File: src/rtl/uart_rx_ctrl.sv
// Receive-side UART controller: byte FIFO with overrun tracking, CPU register
// interface (RXD/STAT/CTRL) and a registered receive interrupt.
module uart_rx_ctrl #(
  parameter int unsigned DEPTH = 4
) (
  input  logic        sysclk,
  input  logic        reset,
  input  logic        rx_valid,
  input  logic [7:0]  rx_byte,
  input  logic        rd,
  input  logic        wr,
  input  logic [3:0]  addr,
  input  logic [31:0] wdata,
  output logic [31:0] rdata,
  output logic        irq
);

  localparam int unsigned PW = $clog2(DEPTH);
  localparam logic [3:0] AddrRxd  = 4'h0;
  localparam logic [3:0] AddrStat = 4'h4;
  localparam logic [3:0] AddrCtrl = 4'h8;
  localparam logic [4:0] CountFull = 5'(DEPTH);

  logic [7:0]    mem_q [DEPTH];
  logic [PW-1:0] wr_ptr_q, wr_ptr_d;
  logic [PW-1:0] rd_ptr_q, rd_ptr_d;
  logic [4:0]    count_q, count_d;
  logic          ovr_q, ovr_d;
  logic          rx_en_q, rx_en_d;
  logic          irq_en_q, irq_en_d;
  logic          irq_q, irq_d;

  logic not_empty, full;
  logic pop, push, ovr_set, stat_rd, ctrl_wr, flush;

  assign not_empty = (count_q != 5'd0);
  assign full      = (count_q == CountFull);

  assign ctrl_wr = wr && (addr == AddrCtrl);
  assign flush   = ctrl_wr && wdata[2];
  assign stat_rd = rd && (addr == AddrStat);
  assign pop     = rd && (addr == AddrRxd) && not_empty;
  // A flush in the same cycle drops the incoming byte without flagging overrun.
  assign push    = rx_valid && rx_en_q && !flush && (!full || pop);
  assign ovr_set = rx_valid && rx_en_q && !flush && full && !pop;

  always_comb begin
    wr_ptr_d = wr_ptr_q;
    rd_ptr_d = rd_ptr_q;
    count_d  = count_q;
    ovr_d    = ovr_q;
    rx_en_d  = rx_en_q;
    irq_en_d = irq_en_q;

    if (flush) begin
      wr_ptr_d = '0;
      rd_ptr_d = '0;
      count_d  = 5'd0;
      ovr_d    = 1'b0;
    end else begin
      if (push) wr_ptr_d = wr_ptr_q + PW'(1);
      if (pop)  rd_ptr_d = rd_ptr_q + PW'(1);
      unique case ({push, pop})
        2'b10:   count_d = count_q + 5'd1;
        2'b01:   count_d = count_q - 5'd1;
        default: count_d = count_q;
      endcase
      // Set wins over the read-to-clear of STAT.
      if (ovr_set)      ovr_d = 1'b1;
      else if (stat_rd) ovr_d = 1'b0;
    end

    if (ctrl_wr) begin
      rx_en_d  = wdata[0];
      irq_en_d = wdata[1];
    end

    irq_d = irq_en_d && ((count_d != 5'd0) || ovr_d);
  end

  always_comb begin
    rdata = 32'h0;
    if (rd) begin
      unique case (addr)
        AddrRxd:  rdata = not_empty ? {24'h0, mem_q[rd_ptr_q]} : 32'h0;
        AddrStat: rdata = {23'h0, count_q, 1'b0, ovr_q, full, not_empty};
        AddrCtrl: rdata = {30'h0, irq_en_q, rx_en_q};
        default:  rdata = 32'h0;
      endcase
    end
  end

  always_ff @(posedge sysclk or negedge reset) begin
    if (!reset) begin
      wr_ptr_q <= '0;
      rd_ptr_q <= '0;
      count_q  <= 5'd0;
      ovr_q    <= 1'b0;
      rx_en_q  <= 1'b1;
      irq_en_q <= 1'b0;
      irq_q    <= 1'b0;
    end else begin
      wr_ptr_q <= wr_ptr_d;
      rd_ptr_q <= rd_ptr_d;
      count_q  <= count_d;
      ovr_q    <= ovr_d;
      rx_en_q  <= rx_en_d;
      irq_en_q <= irq_en_d;
      irq_q    <= irq_d;
    end
  end

  // Storage is not reset; occupancy alone decides what is readable.
  always_ff @(posedge sysclk) begin
    if (push) mem_q[wr_ptr_q] <= rx_byte;
  end

  assign irq = irq_q;

endmodule

File: config.mk
export PLATFORM = sky130hd
export DESIGN_NAME = uart_rx_ctrl
export DESIGN_NICKNAME = d
export VERILOG_FILES = /design/src/rtl/uart_rx_ctrl.sv
export SDC_FILE = /design/constraint.sdc
export NUM_CORES = 1
export LEC_CHECK = 0
export CAP_MARGIN = 20
export CORE_ASPECT_RATIO = 1.2
export CORE_MARGIN = 2
export CORE_UTILIZATION = 45
export CTS_CLUSTER_DIAMETER = 30
export DETAILED_ROUTE_END_ITERATION = 10
export PLACE_DENSITY = 0.86
export SLEW_MARGIN = 10
export SYNTH_ARGS = -nofsm -noshare
export SYNTH_HDL_FRONTEND = slang
export SYNTH_SLANG_ARGS = --single-unit
File: constraint.sdc
create_clock -name sysclk -period 6.9 [get_ports sysclk]
set_input_delay 2.07 -clock sysclk [delete_from_list [all_inputs] [get_ports sysclk]]
set_output_delay 2.07 -clock sysclk [all_outputs]
set_load 0.05 [all_outputs]
==> reports/qor.yml <==
slew_headroom_pct: 58.6
dp_cells: 264
place_ws_ps: 472
cp-endpoint: "rdata[2]"
avgSynthCellArea_um2: 13.0
yosysTopAreaCellShare_pct: 40.7
p_leak_nw: 1.04
yosysMostFrequentCell: "edfxtp_1"
cts_hold_buf: 0
crit_type: "input pin to primary output"
async_flop_share_pct: 28.9
gr-total-overflow: 0
synth_seq_area_share_pct: 54.6
synth_top_area_cell: "edfxtp_1"
port_buffers: 29
yosys-top-cells-area: "edfxtp_1 41%, dfrtp_1 13%, mux4_2 7.6%"
drive_gt1_share_pct: 14.2
crit_slowest_cell: "clkdlybuf4s50_1"
finalWorstSetupSlack_ps: 469
cp_max_fo: 8
p_sw_uw: 310
critPathArrivalTime_ps: 4360
finalPower_uw: 890
synth-edff-count: 32
fill_cells: 416
synth_commonest_cells: "32 x edfxtp_1, 23 x buf_4, 20 x nor2_1, 12 x dfrtp_1, 8 x mux4_2"
die_x_um: 70.1
start_util_pct: 47.1
nNetsFinal: 265
drc: 0
cap_viol_max_count: 0
p_comb_share_pct: 31.8
worstPathCellList: "clkdlybuf4s50_1 -> or4b_1 -> nor2_1 -> clkdlybuf4s50_1"
cts_buffer_depth: 2
critPathBufInv: 2
tightestPinTransition_ps: 618
drtIter0Drc: 88
die-height_um: 83.3
startpoint: "addr[3]"
hold_viol: 0
clock_skew_ps: 5.05
diodes: 0
worstHoldPathType: "flip-flop to flip-flop"
final_cells: 272
ff2ff_path_depth: 10
finalCriticalPeriod_ps: 6430
ys_seq_elements: 45
dpl.hpwl_um: 3140
cpMostUsedCell: "clkdlybuf4s50_1"
startpoint_type: "input pin"
p_per_area_mw_per_mm2: 328
numClockSinks: 45
drtPass1Iterations: 4
totalWireLength_um: 4330
path_delay_family: "buffers and inverters"
fin_crit_sh_pct: 93.2
p_int_uw: 580
fmax_mhz: 155
wire_per_inst_um: 15.9
slew_violations: 0
synth_cells: 181
p_sw_share_pct: 34.8
area_delta_synth_final_pct: 15.1
ant_nets: 0
tritoncts: "done"
dieArea_mm2: 0.00584
status: "finished clean"
antenna_found_initial: 0
p_seq_share_pct: 46.0
coreArea_mm2: 0.00501
reg2reg_from: "count_q[3]"
grt_use_total_pct: 15.5
synth_cell_types: 46
viasPerCell: 5.46
post-cts-setup-buffers: 0
cpPeakStageDelay_ps: 840
totalNegativeSetupSlack_ps: 0
grt_pass1_vias: 1446
r2r_end: "irq"
row_count: 28
ys_warn_count: 0
clockPowerShare_pct: 22.1
cts_made_buffers: 5
grt_max_degree: 15
grt_pass1_wl_um: 6930
gp_congestion: 0.870
clock_latency_ps: 300
io_pins: 82
rsz0062_at_grt: "no"
ys.flop_type: "edfxtp_1"
worst-endpoint-required_ps: 4830
syn_area_mm2: 0.00236
ctsResizeCount: 0
root_buffer: "clkbuf_8"
cts.clk_slew.worst_paths_ps: 80
cp.depth: 4
reg2reg_slack_ps: 3940
htreeDepth: 2
end_kind: "primary output"
ir_drop_uv: 196
vias: 1486
setup_viol: 0
power groups by stage:
| stage | Sequential (mW) | Combinational [mW] | Clock, mW |
|---|---|---|---|
| 2_1_floorplan | 0.377 | 0.264 | 0 |
| 3_3_place_gp | 0.414 | 0.272 | 0 |
| 3_5_place_dp | 0.416 | 0.282 | 0 |
| 4_1_cts | 0.410 | 0.284 | 0.202 |
| 5_1_grt | 0.420 | 0.305 | 0.212 |
| 6_report | 0.410 | 0.283 | 0.197 |
worst reg2reg max path, delay by kind of cell (launching register included):
family / cells / cell delay, ps
adder cells (fa/ha/maj): 1 / 230
AO/OA/AOI/OAI: 3 / 520
flip-flops: 1 / 460
XOR/XNOR: 2 / 310
AND/OR/NAND/NOR: 4 / 1360
how the worst min path moves through the flow:
stage	endpoint	slack [ps]	cells past startpoint	from
5_1_grt	irq_en_q	590	2	irq_en_q
6_report	irq_en_q	550	2	irq_en_q
4_1_cts	irq_en_q	560	2	irq_en_q
3_3_place_gp	irq_en_q	540	2	irq_en_q
3_5_place_dp	irq_en_q	540	2	irq_en_q
2_1_floorplan	irq_en_q	490	2	irq_en_q
registers in the layout (all words and copies together) (netlist names):
register / count
count_q: 5
rd_ptr_q: 2
wr_ptr_q: 2
irq: 1
mem_q: 32
rx_en_q: 1
irq_en_q: 1
ovr_q: 1
layout by cell type, fill, tap and decap left out, types with 2 or more instances in the layout:
cell              n
a21oi_1           2
a22oi_1           6
and2_1            3
and3_1            7
buf_4             2
clkbuf_8          5
clkdlybuf4s50_1  29
conb_1           23
dfrtp_1          12
edfxtp_1         32
ha_1              5
inv_1             5
mux2i_1           2
mux4_2            8
nand2_1           7
nand3_1           2
nor2_1           20
nor2b_1           3
o21ai_0           5
or4_4             2
xnor2_1           4
xor2_1            4
area by class of cell:
cell class	count	area (um^2)	share of cell area [%]
flip-flops and latches	45	1290	47.4
multi-input cells	123	918	33.8
clock buffers	6	72.6	2.67
inverters	5	18.8	0.691
clock inverters	2	38.8	1.43
well taps	60	75.1	2.76
repair buffers	31	305	11.2
per-layer routing:
| layer | track usage, % | vias up | routed length (um) |
|---|---|---|---|
| met1 | 17.3 | 730 | 1670 |
| met3 | 4.37 | 10 | 314 |
| met2 | 26.9 | 68 | 2250 |
| met4 | 7.69 | 0 | 99 |
| met5 | 0 | - | 0 |
| li1 | - | 678 | - |
stage by stage:
stage	utilization [%]	area, um^2	hold WS (ps)
after global routing	54.2	2720	593
final	54.2	2720	555
after global placement	52.0	2610	537
after CTS	54.2	2720	559
after detailed placement	52.0	2610	542
after floorplan	-	2440	491
cells by family after synthesis:
kind of cell | synth area share (%)
XOR/XNOR | 2.97
flip-flops | 54.6
other | 0.159
AO/OA/AOI/OAI | 8.17
adder cells (fa/ha/maj) | 2.65
buffers and inverters | 10.0
multiplexers | 8.96
AND/OR/NAND/NOR | 12.5
Power figures use the tool's default switching activity.
